[src/rtl/fb_pkg.sv]
// Shared constants, types and helpers for the frame-buffer pixel fetch path.
// Logical frame is 320x240, pixels packed {R[3:0],G[3:0],B[3:0]}.
package fb_pkg;

    localparam int PIX_W  = 12;
    localparam int ADDR_W = 17;
    localparam int CH_W   = 4;

    localparam logic [8:0] H_RES = 9'd320;
    localparam logic [8:0] V_RES = 9'd240;

    localparam int R_LSB = 8;
    localparam int G_LSB = 4;
    localparam int B_LSB = 0;

    typedef logic [PIX_W-1:0]  pix_t;
    typedef logic [ADDR_W-1:0] addr_t;

    localparam pix_t BAR_WHITE   = 12'hFFF;
    localparam pix_t BAR_YELLOW  = 12'hFF0;
    localparam pix_t BAR_CYAN    = 12'h0FF;
    localparam pix_t BAR_GREEN   = 12'h0F0;
    localparam pix_t BAR_MAGENTA = 12'hF0F;
    localparam pix_t BAR_RED     = 12'hF00;
    localparam pix_t BAR_BLUE    = 12'h00F;
    localparam pix_t BAR_BLACK   = 12'h000;

    // Control bits that travel alongside a pixel through the RAM latency.
    typedef struct packed {
        logic hsync;
        logic vsync;
        logic active;
        logic use_ram;
    } ctrl_t;

    // 40-pixel colour bands picked by threshold compares, no divider.
    function automatic pix_t bar_color(input logic [8:0] x);
        if      (x < 9'd40)  return BAR_WHITE;
        else if (x < 9'd80)  return BAR_YELLOW;
        else if (x < 9'd120) return BAR_CYAN;
        else if (x < 9'd160) return BAR_GREEN;
        else if (x < 9'd200) return BAR_MAGENTA;
        else if (x < 9'd240) return BAR_RED;
        else if (x < 9'd280) return BAR_BLUE;
        else                 return BAR_BLACK;
    endfunction

    // y*320 + x as two shifts and adds.
    function automatic addr_t pix_addr(input logic [8:0] x, input logic [8:0] y);
        return (ADDR_W'(y) << 8) + (ADDR_W'(y) << 6) + ADDR_W'(x);
    endfunction

endpackage

[src/rtl/fb_pixel_fetch_if.sv]
// Read port between the pixel fetch block and the synchronous frame-buffer RAM.
interface fb_pixel_fetch_if;
    import fb_pkg::*;

    logic  rd_en;
    addr_t rd_addr;
    pix_t  rd_data;

    modport master (output rd_en, output rd_addr, input rd_data);
    modport slave  (input rd_en, input rd_addr, output rd_data);
endinterface

[src/rtl/fb_delay_line.sv]
// Fixed-depth shift register with asynchronous reset; DEPTH must be >= 1.
module fb_delay_line #(
    parameter int WIDTH = 1,
    parameter int DEPTH = 1
) (
    input  logic             clk,
    input  logic             rst_n,
    input  logic [WIDTH-1:0] din,
    output logic [WIDTH-1:0] dout
);

    logic [DEPTH-1:0][WIDTH-1:0] stage_q;
    logic [DEPTH-1:0][WIDTH-1:0] stage_d;

    always_comb begin
        stage_d[0] = din;
        for (int i = 1; i < DEPTH; i++) begin
            stage_d[i] = stage_q[i-1];
        end
    end

    // NOTE: every stage is reset (these are flops, not a RAM), so reset flushes the pipe to blank.
    always_ff @(posedge clk or negedge rst_n) begin
        if (!rst_n) begin
            stage_q <= '0;
        end else begin
            stage_q <= stage_d;
        end
    end

    assign dout = stage_q[DEPTH-1];

endmodule

[src/rtl/fb_pixel_fetch.sv]
// Turns logical pixel positions into frame-buffer reads and drives blanked RGB plus
// syncs aligned to the RAM latency; also colour bars and a frame counter.
module fb_pixel_fetch
    import fb_pkg::*;
#(
    parameter int   RD_LATENCY   = 1,       // legal range 1..4
    parameter pix_t BORDER_COLOR = 12'h000
) (
    input  logic                     clk,
    input  logic                     rst_n,
    input  logic [8:0]               pos_x_div,
    input  logic [8:0]               pos_y_div,
    input  logic                     active,
    input  logic                     i_hsync,
    input  logic                     i_vsync,
    input  logic                     test_mode,
    fb_pixel_fetch_if.master         ram,
    output logic [CH_W-1:0]          o_red,
    output logic [CH_W-1:0]          o_green,
    output logic [CH_W-1:0]          o_blue,
    output logic                     o_hsync,
    output logic                     o_vsync,
    output logic                     o_active,
    output logic                     frame_start,
    output logic [7:0]               frame_cnt
);

    logic [8:0] x_q, x_d, y_q, y_d;
    logic       active_q, active_d, hsync_q, hsync_d, vsync_q, vsync_d, test_q, test_d;
    logic       rd_en_q, rd_en_d;
    addr_t      rd_addr_q, rd_addr_d;
    pix_t       rgb_q, rgb_d;
    logic       o_hsync_q, o_hsync_d, o_vsync_q, o_vsync_d, o_active_q, o_active_d;
    logic       frame_start_q, frame_start_d;
    logic [7:0] frame_cnt_q, frame_cnt_d;

    logic  in_range;
    ctrl_t ctrl_s0, ctrl_dl;
    pix_t  color_s0, color_dl;

    // NOTE: all outputs get a value before any branch, so no latch can be inferred.
    always_comb begin
        x_d      = pos_x_div;
        y_d      = pos_y_div;
        active_d = active;
        hsync_d  = i_hsync;
        vsync_d  = i_vsync;
        test_d   = test_mode;

        in_range  = (x_q < H_RES) && (y_q < V_RES);
        rd_en_d   = active_q && in_range && !test_q;
        rd_addr_d = rd_en_d ? pix_addr(x_q, y_q) : rd_addr_q;

        // Everything except live RAM data is decided here and delayed alongside.
        color_s0 = '0;
        if (active_q) begin
            if (!in_range)   color_s0 = BORDER_COLOR;
            else if (test_q) color_s0 = bar_color(x_q);
        end
        ctrl_s0 = '{hsync: hsync_q, vsync: vsync_q, active: active_q, use_ram: rd_en_d};

        rgb_d         = ctrl_dl.use_ram ? ram.rd_data : color_dl;
        o_hsync_d     = ctrl_dl.hsync;
        o_vsync_d     = ctrl_dl.vsync;
        o_active_d    = ctrl_dl.active;
        frame_start_d = ctrl_dl.vsync && !o_vsync_q;
        frame_cnt_d   = frame_cnt_q + 8'(frame_start_d);
    end

    fb_delay_line #(.WIDTH($bits(ctrl_t)), .DEPTH(1 + RD_LATENCY)) u_ctrl_dl (
        .clk  (clk),
        .rst_n(rst_n),
        .din  (ctrl_s0),
        .dout (ctrl_dl)
    );

    fb_delay_line #(.WIDTH(PIX_W), .DEPTH(1 + RD_LATENCY)) u_color_dl (
        .clk  (clk),
        .rst_n(rst_n),
        .din  (color_s0),
        .dout (color_dl)
    );

    // NOTE: non-blocking assignments so every register updates from pre-edge values.
    always_ff @(posedge clk or negedge rst_n) begin
        if (!rst_n) begin
            x_q           <= '0;
            y_q           <= '0;
            active_q      <= 1'b0;
            hsync_q       <= 1'b0;
            vsync_q       <= 1'b0;
            test_q        <= 1'b0;
            rd_en_q       <= 1'b0;
            rd_addr_q     <= '0;
            rgb_q         <= '0;
            o_hsync_q     <= 1'b0;
            o_vsync_q     <= 1'b0;
            o_active_q    <= 1'b0;
            frame_start_q <= 1'b0;
            frame_cnt_q   <= '0;
        end else begin
            x_q           <= x_d;
            y_q           <= y_d;
            active_q      <= active_d;
            hsync_q       <= hsync_d;
            vsync_q       <= vsync_d;
            test_q        <= test_d;
            rd_en_q       <= rd_en_d;
            rd_addr_q     <= rd_addr_d;
            rgb_q         <= rgb_d;
            o_hsync_q     <= o_hsync_d;
            o_vsync_q     <= o_vsync_d;
            o_active_q    <= o_active_d;
            frame_start_q <= frame_start_d;
            frame_cnt_q   <= frame_cnt_d;
        end
    end

    assign ram.rd_en   = rd_en_q;
    assign ram.rd_addr = rd_addr_q;
    assign o_red       = rgb_q[R_LSB +: CH_W];
    assign o_green     = rgb_q[G_LSB +: CH_W];
    assign o_blue      = rgb_q[B_LSB +: CH_W];
    assign o_hsync     = o_hsync_q;
    assign o_vsync     = o_vsync_q;
    assign o_active    = o_active_q;
    assign frame_start = frame_start_q;
    assign frame_cnt   = frame_cnt_q;

endmodule

[src/flat_wrapper.sv]
// flat-port wrapper written by rule: the top's interface ports become plain ports
module fb_pixel_fetch_flat import fb_pkg::*;
#(
    parameter int   RD_LATENCY   = 1,                          
    parameter pix_t BORDER_COLOR = 12'h000
)
  (clk, rst_n, pos_x_div, pos_y_div, active, i_hsync, i_vsync, test_mode, o_red, o_green, o_blue, o_hsync, o_vsync, o_active, frame_start, frame_cnt, ram_rd_en, ram_rd_addr, ram_rd_data);
  fb_pixel_fetch_if ram_i ();
  input  logic clk;
  input  logic rst_n;
  input  logic [8:0] pos_x_div;
  input  logic [8:0] pos_y_div;
  input  logic active;
  input  logic i_hsync;
  input  logic i_vsync;
  input  logic test_mode;
  output logic [CH_W-1:0] o_red;
  output logic [CH_W-1:0] o_green;
  output logic [CH_W-1:0] o_blue;
  output logic o_hsync;
  output logic o_vsync;
  output logic o_active;
  output logic frame_start;
  output logic [7:0] frame_cnt;
  output wire logic [$bits(ram_i.rd_en)-1:0] ram_rd_en;
  output wire logic [$bits(ram_i.rd_addr)-1:0] ram_rd_addr;
  input wire logic [$bits(ram_i.rd_data)-1:0] ram_rd_data;
  assign ram_rd_en = ram_i.rd_en;
  assign ram_rd_addr = ram_i.rd_addr;
  assign ram_i.rd_data = ram_rd_data;
  fb_pixel_fetch #(.RD_LATENCY(RD_LATENCY), .BORDER_COLOR(BORDER_COLOR)) u_core (.clk(clk), .rst_n(rst_n), .pos_x_div(pos_x_div), .pos_y_div(pos_y_div), .active(active), .i_hsync(i_hsync), .i_vsync(i_vsync), .test_mode(test_mode), .ram(ram_i), .o_red(o_red), .o_green(o_green), .o_blue(o_blue), .o_hsync(o_hsync), .o_vsync(o_vsync), .o_active(o_active), .frame_start(frame_start), .frame_cnt(frame_cnt));
endmodule
[config.mk]
export PLATFORM = sky130hd
export DESIGN_NAME = fb_pixel_fetch_flat
export DESIGN_NICKNAME = d
export VERILOG_FILES = /design/src/rtl/fb_pkg.sv /design/src/rtl/fb_pixel_fetch_if.sv /design/src/rtl/fb_delay_line.sv /design/src/rtl/fb_pixel_fetch.sv /design/src/flat_wrapper.sv
export SDC_FILE = /design/constraint.sdc
export NUM_CORES = 1
export LEC_CHECK = 0
export ABC_AREA = 1
export BUFFER_PORTS_ARGS = -buffer_cell sky130_fd_sc_hd__buf_2
export CELL_PAD_IN_SITES_DETAIL_PLACEMENT = 2
export CELL_PAD_IN_SITES_GLOBAL_PLACEMENT = 2
export CORE_MARGIN = 5
export CORE_UTILIZATION = 37
export CTS_BUF_LIST = sky130_fd_sc_hd__clkbuf_2 sky130_fd_sc_hd__clkbuf_4 sky130_fd_sc_hd__clkbuf_8
export DETAILED_ROUTE_END_ITERATION = 8
export GPL_ROUTABILITY_DRIVEN = 0
export PLACE_DENSITY = 0.95
export SLEW_MARGIN = 15
export SYNTH_ARGS = -nofsm -noshare
export SYNTH_HDL_FRONTEND = slang
export SYNTH_SLANG_ARGS = --single-unit
[constraint.sdc]
create_clock -name clk -period 5.2 [get_ports clk]
set_clock_uncertainty 0.2 [all_clocks]
set_input_delay 1.3 -clock clk [delete_from_list [all_inputs] [get_ports clk]]
set_output_delay 1.3 -clock clk [all_outputs]
set_load 0.03 [all_outputs]
==> Yosys cells after proc, flatten, opt, wreduce, memory -nomap -nowiden <==
Cells that the tools add are included.
{ "totals": {"ff_bits": 96, "wordCells": 47, "input_bits": 36, "n_memories": 0, "mem_bits_rw": 0, "latchBits": 0, "output_inout_bits": 42, "romBits": 0} }
{ "classes": {"n_div": 0, "eq_ne": 0, "mul": 0, "n_mux": 11, "n_addsub": 3, "bitwise": 0, "order_cmp": 9, "n_reduce_logical": 6, "n_shift": 0} }
{ "op_table": {"columns": ["cell", "n"], "rows": [
  ["12-bit two-way mux", 10],
  ["9-bit by 8-bit < comparator with 1-bit output, second input constant", 4],
  ["9-bit by 7-bit < comparator with 1-bit output, second input constant", 2],
  ["9-bit < comparator, second input constant", 2],
  ["17-bit by 15-bit adder with 17-bit output", 1],
  ["17-bit by 9-bit adder with 17-bit output", 1],
  ["9-bit by 6-bit < comparator with 1-bit output, second input constant", 1],
  ["8-bit by 1-bit adder with 8-bit output", 1],
  ["1-bit logical AND", 4],
  ["4-bit two-way mux", 1],
  ["1-bit zero test", 2]
]} }

==> Logic depth before layout (Yosys ltp) <==
{ "depth": {"ltp_word": 11, "ltp_mapped": 13, "ltp_nobuf": 13} }

==> By module <==
From an unflattened synthesis, not the netlist that was laid out.
{ "unflattened": {"hier_cells": 296, "area_unflattened_um2": 3647.2} }
{ "by_module_without_submodules": {"columns": ["module", "cells_per_inst", "area_per_inst_um2", "seq_area_each_um2", "n_inst"], "rows": [
  ["fb_pixel_fetch", 264, 2846.5, 1601.5, 1],
  ["fb_delay_line (u_core.u_color_dl)", 24, 600.6, 600.6, 1],
  ["fb_delay_line (u_core.u_ctrl_dl)", 8, 200.2, 200.2, 1]
]} }

==> Worst setup path before layout <==
Ideal clock, no wire load.
{ "synth_path": {"path_type": "register to register", "from": "reg u_core.x_q[8]", "to": "reg u_core.rd_addr_q[13], in the netlist u_core.ram.rd_addr[13]", "synth_period_minus_slack_ps": 2410, "path_slack_ps": 2790, "t_arrival_ps": 2093, "setup_ps": 117, "required_time_ps": 4883, "stages_incl_launch_ff": 12, "n_path_buf": 0, "path_cell_list": "dfrtp_1 > inv_1 > fa_1 > inv_1 > fa_1 > nand3_1 > nand2_1 > nand2_1 > nand2_1 > or2_2 > nand3_1 > nand2_1"} }
{ "synth_via": {"elab_chain_len": 4, "elab_cells_between_ends": 5, "cone_classes": "1 x add/sub; 1 x order compare; 3 x reduce/logical"} }
{ "synth_lines": {"columns": ["element", "line", "rtl"], "rows": [
  ["start: declaration", "fb_pixel_fetch.sv:28", "logic [8:0] x_q, x_d, y_q, y_d;"],
  ["start signal: assignment", "fb_pixel_fetch.sv:87", "x_q <= '0;"],
  ["start signal: assignment", "fb_pixel_fetch.sv:102", "x_q <= x_d;"],
  ["9-bit < comparator", "fb_pixel_fetch.sv:50", "in_range = (x_q < H_RES) && (y_q < V_RES);"],
  ["1-bit logical AND", "fb_pixel_fetch.sv:50", null],
  ["1-bit logical AND (2 in series)", "fb_pixel_fetch.sv:51", "rd_en_d = active_q && in_range && !test_q;"],
  ["end signal: assignment", "fb_pixel_fetch.sv:109", "rd_addr_q <= rd_addr_d;"],
  ["end: declaration", "fb_pixel_fetch.sv:31", "addr_t rd_addr_q, rd_addr_d;"]
]} }
Several ways; a longest one is shown, not always the timed one.
A chain may end at the register's enable or synchronous reset.

==> Worst setup path after layout <==
Ends and elaborated chain as after synthesis.

==> results.md <==
* Maximum number of pins on one net before global-route repair at 78
* Longest Clk Path Bufs at 2
* Overall die height at 101 um
* First-pass GRT wire length at 13.7 mm
* Outcome: finished clean
* TritonCTS clock tree: built
* Via count of the first global-routing pass at 2,701
* DIE WIDTH at approximately 100 um
* Cell leakage power at 2.11 nW
* Yosys synthesis warning count at 0
* Final min period at 2.61 ns
* Critical path type: register to register
* Top cell type by total area after synthesis: sky130_fd_sc_hd__dfrtp_1
* Final-layout worst hold slack at 0.152 ns
* Routed Wire Length at a little over 8 mm
* Max-slew violation count at 0
* Post-layout instance area at 3800 um^2
* Total routing usage reported by global routing at 17.6%
* Initial Utilization at 37.8%
* Arrival time at the worst endpoint at 2.65 ns
* Site Rows at 33
* Final WS setup at 2.59 ns
* Class of the worst hold path: register to register
* Most frequent standard cell in the layout excluding fill and tap cells: sky130_fd_sc_hd__nand2_1
* Clock transition at the registers of the reported paths at 0.09 ns
* Filler instances at 898
* Total nets after synthesis at approximately 350
* Number of buffers inserted to repair setup after CTS at 0
* Commonest non-fill, non-tap cells in the layout: sky130_fd_sc_hd__nand2_1, sky130_fd_sc_hd__dfrtp_1, sky130_fd_sc_hd__buf_2, sky130_fd_sc_hd__inv_1, sky130_fd_sc_hd__ha_1
* Count of pins on the block boundary at about 80
* Number of distinct standard cells referenced by the synthesized netlist at 26
* Startpoint types: register
* Clock insertion delay at the later pin of the skew report at 0.34 ns
* Final hold violations at 0
* Number of DRC violations after detailed routing at 0
* Maximum net fanout on the critical path at 6
* DRT Pass-1 Iters at 4
* Final Power at approximately 1.6 mW
* Area overhead of the layout relative to synthesis at 23.0%
* Max-slew headroom at 37.7%
* Net count reported at finish at 431
* Number of gates resized after cts at 0
* Total Die Area at 10,300 um^2
* Post-Syn Area at 3090 um^2
* Top cell type's share of synthesized area at 62.3%
* Sort of element at the end of the critical path: register
* Part of the Yosys area used for sequential elements at just over 60%
* Tcrit/Tclk final at 50.2%
* Clock Tree Root: sky130_fd_sc_hd__clkbuf_8
* Slew at the pin closest to its max-slew limit at 0.935 ns
* Cells along the critical path: inv_1 -> fa_1 -> inv_1 -> fa_1 -> nand3_1 -> nand2_1 -> nand2_1 -> nand2_1 -> or2_2 -> nand3_1 -> nand2_1
* Critical Path Max Stage Delay at 0.50 ns
* Count of nets left with antenna violations after detail routing at 0
* Leading cell types by total area after synthesis: sky130_fd_sc_hd__dfrtp_1, sky130_fd_sc_hd__nand2_1, sky130_fd_sc_hd__ha_1
* Power Dens Cells at 422 nW/um^2
* Deepest level of the CTS H-tree at 3
* DRT iter0 DRCs at 48
* CTS sink count at 77
* Ant diodes at 0
* Hold buffer count at cts at 0
* Final HPWL DP at 6.38 mm
* Worst IR drop on VDD at 182 uV
* Gr ovfl total at 0
* Count of vias placed by the detailed router at around 2,300
* Maximum clock frequency at 383 MHz
* Instance area at placement at 3580 um^2
* Register bit count reported by yosys at 77
* Fraction of layout instances using a drive strength above 1 at between 20% and 30%
* Inserted Clock Buffers at 9
* Via density per instance at 4.82
* Post-Syn Instances at 290
* Post-route setup TNS at 0 ns
* Pre-CTS setup slack at between 2 and 3 ns
* Number of buffers added on ports at 77
* Worst path slowest cell: sky130_fd_sc_hd__fa_1
* Total of max-cap violations at 0
* Setup repair after global routing missed its margin: false
* Most used cell along the critical path: sky130_fd_sc_hd__nand2_1
* Data required time of the critical path at 5.24 ns
* Placeable core region at approximately 8200 um^2
* Initial antenna violation count at 0
* Final setup violating endpoints at 0
* Routed WL per cell at roughly 17 um
* Mean post-synth cell area at 10.7 um^2
## synth_stat cells
cell                       instances
sky130_fd_sc_hd__nand2_1          96
sky130_fd_sc_hd__dfrtp_1          77
sky130_fd_sc_hd__inv_1            20
sky130_fd_sc_hd__ha_1             19
sky130_fd_sc_hd__nand3_1          14
sky130_fd_sc_hd__nor2_1           14
sky130_fd_sc_hd__a21oi_1           8
sky130_fd_sc_hd__o21ai_2           5
sky130_fd_sc_hd__xnor2_1           5
sky130_fd_sc_hd__xor2_1            5
sky130_fd_sc_hd__nand4_1           4
sky130_fd_sc_hd__o21ai_1           4
sky130_fd_sc_hd__buf_6             2
sky130_fd_sc_hd__fa_1              2
sky130_fd_sc_hd__nor3_1            2
sky130_fd_sc_hd__o21ai_0           2
sky130_fd_sc_hd__or2_2             2
sky130_fd_sc_hd__a21o_1            1
sky130_fd_sc_hd__a31oi_1           1
sky130_fd_sc_hd__and3_1            1
sky130_fd_sc_hd__buf_4             1
sky130_fd_sc_hd__clkbuf_1          1
sky130_fd_sc_hd__inv_2             1
sky130_fd_sc_hd__nand3b_1          1
sky130_fd_sc_hd__nor2_2            1
sky130_fd_sc_hd__o21a_1            1
## path summary, 6_finish.rpt
kind                       cells after the start                          end           start  slack (ns)
min                                            0  u_core.u_ctrl_dl.stage_d[7]  u_core.hsync_q        0.15
min in group asynchronous                      1                u_core.y_q[6]           rst_n        0.89
min reg2reg                                    0  u_core.u_ctrl_dl.stage_d[7]  u_core.hsync_q        0.15
max                                           11       u_core.ram.rd_addr[13]   u_core.x_q[8]        2.59
max reg2reg                                   11       u_core.ram.rd_addr[13]   u_core.x_q[8]        2.59
max in group asynchronous                      1        u_core.ram.rd_addr[1]           rst_n        3.30
## power breakdown
part / total, mW / internal, mW / switching, mW
sequential: 0.718 / 0.670 / 0.0483
combinational: 0.372 / 0.113 / 0.259
clock: 0.512 / 0.280 / 0.232
## worst max-delay path, delay by kind of cell, from the launching register on
family | cells | cell delay, ns
adders and majority gates | 2 | 0.96
buffers and inverters | 2 | 0.19
DFF | 1 | 0.43
and+or+nand+nor | 7 | 0.72
## registers in the layout, summed over array words and instances, names as in the netlist
register and cells:
u_core.y_q 9, u_core.ram.rd_addr 17, u_core.vsync_q 1, u_core.frame_cnt 8, u_core.u_color_dl.dout 3, u_core.frame_start 1, u_core.u_color_dl.stage_d 3, u_core.u_ctrl_dl.stage_d 4
u_core.test_q 1, u_core.o_hsync 1, u_core.x_q 9, u_core.u_ctrl_dl.dout 4, u_core.hsync_q 1, u_core.active_q 1, u_core.o_active 1, u_core.o_vsync 1
u_core.rgb_q 12
## metal layers
| metal | routed length [um] | share of wire (%) | global-route usage (%) |
|---|---|---|---|
| met1 | 3410 | 42 | 21.2 |
| met2 | 4300 | 52 | 31.1 |
| met3 | 406 | 5.0 | 4.27 |
| met4 | 78 | 0.95 | 5.21 |
| met5 | 0 | 0 | 0 |
## per-stage QoR
step | std cells | utilization (%)
global route | 484 | 46.5
CTS | 484 | 46.5
global placement | 468 | 43.7
finish | 484 | 46.5
floorplan | 290 | -
detailed placement | 468 | 43.7
## cell type report
| type | count | area [um^2] | area share (%) |
|---|---|---|---|
| inverters | 21 | 78.8 | 2.07 |
| repair buffers | 77 | 388 | 10.2 |
| flip-flops and latches | 77 | 1930 | 50.7 |
| clock buffers | 10 | 131 | 3.46 |
| multi-input cells | 188 | 1050 | 27.6 |
| well taps | 105 | 131 | 3.46 |
| clock inverters | 6 | 93.8 | 2.47 |
## cell families (layout without fill, tap and decap cells)
group | count (synthesis) | count (layout) | synth area share [%]
buf+inv | 25 | 114 | 3.64
compound gates | 22 | 22 | 4.37
xor+xnor | 10 | 10 | 2.83
fa+ha+maj | 21 | 21 | 8.99
flops | 77 | 77 | 62.3
simple gates | 135 | 135 | 17.8
Power figures use the tool's default switching activity.
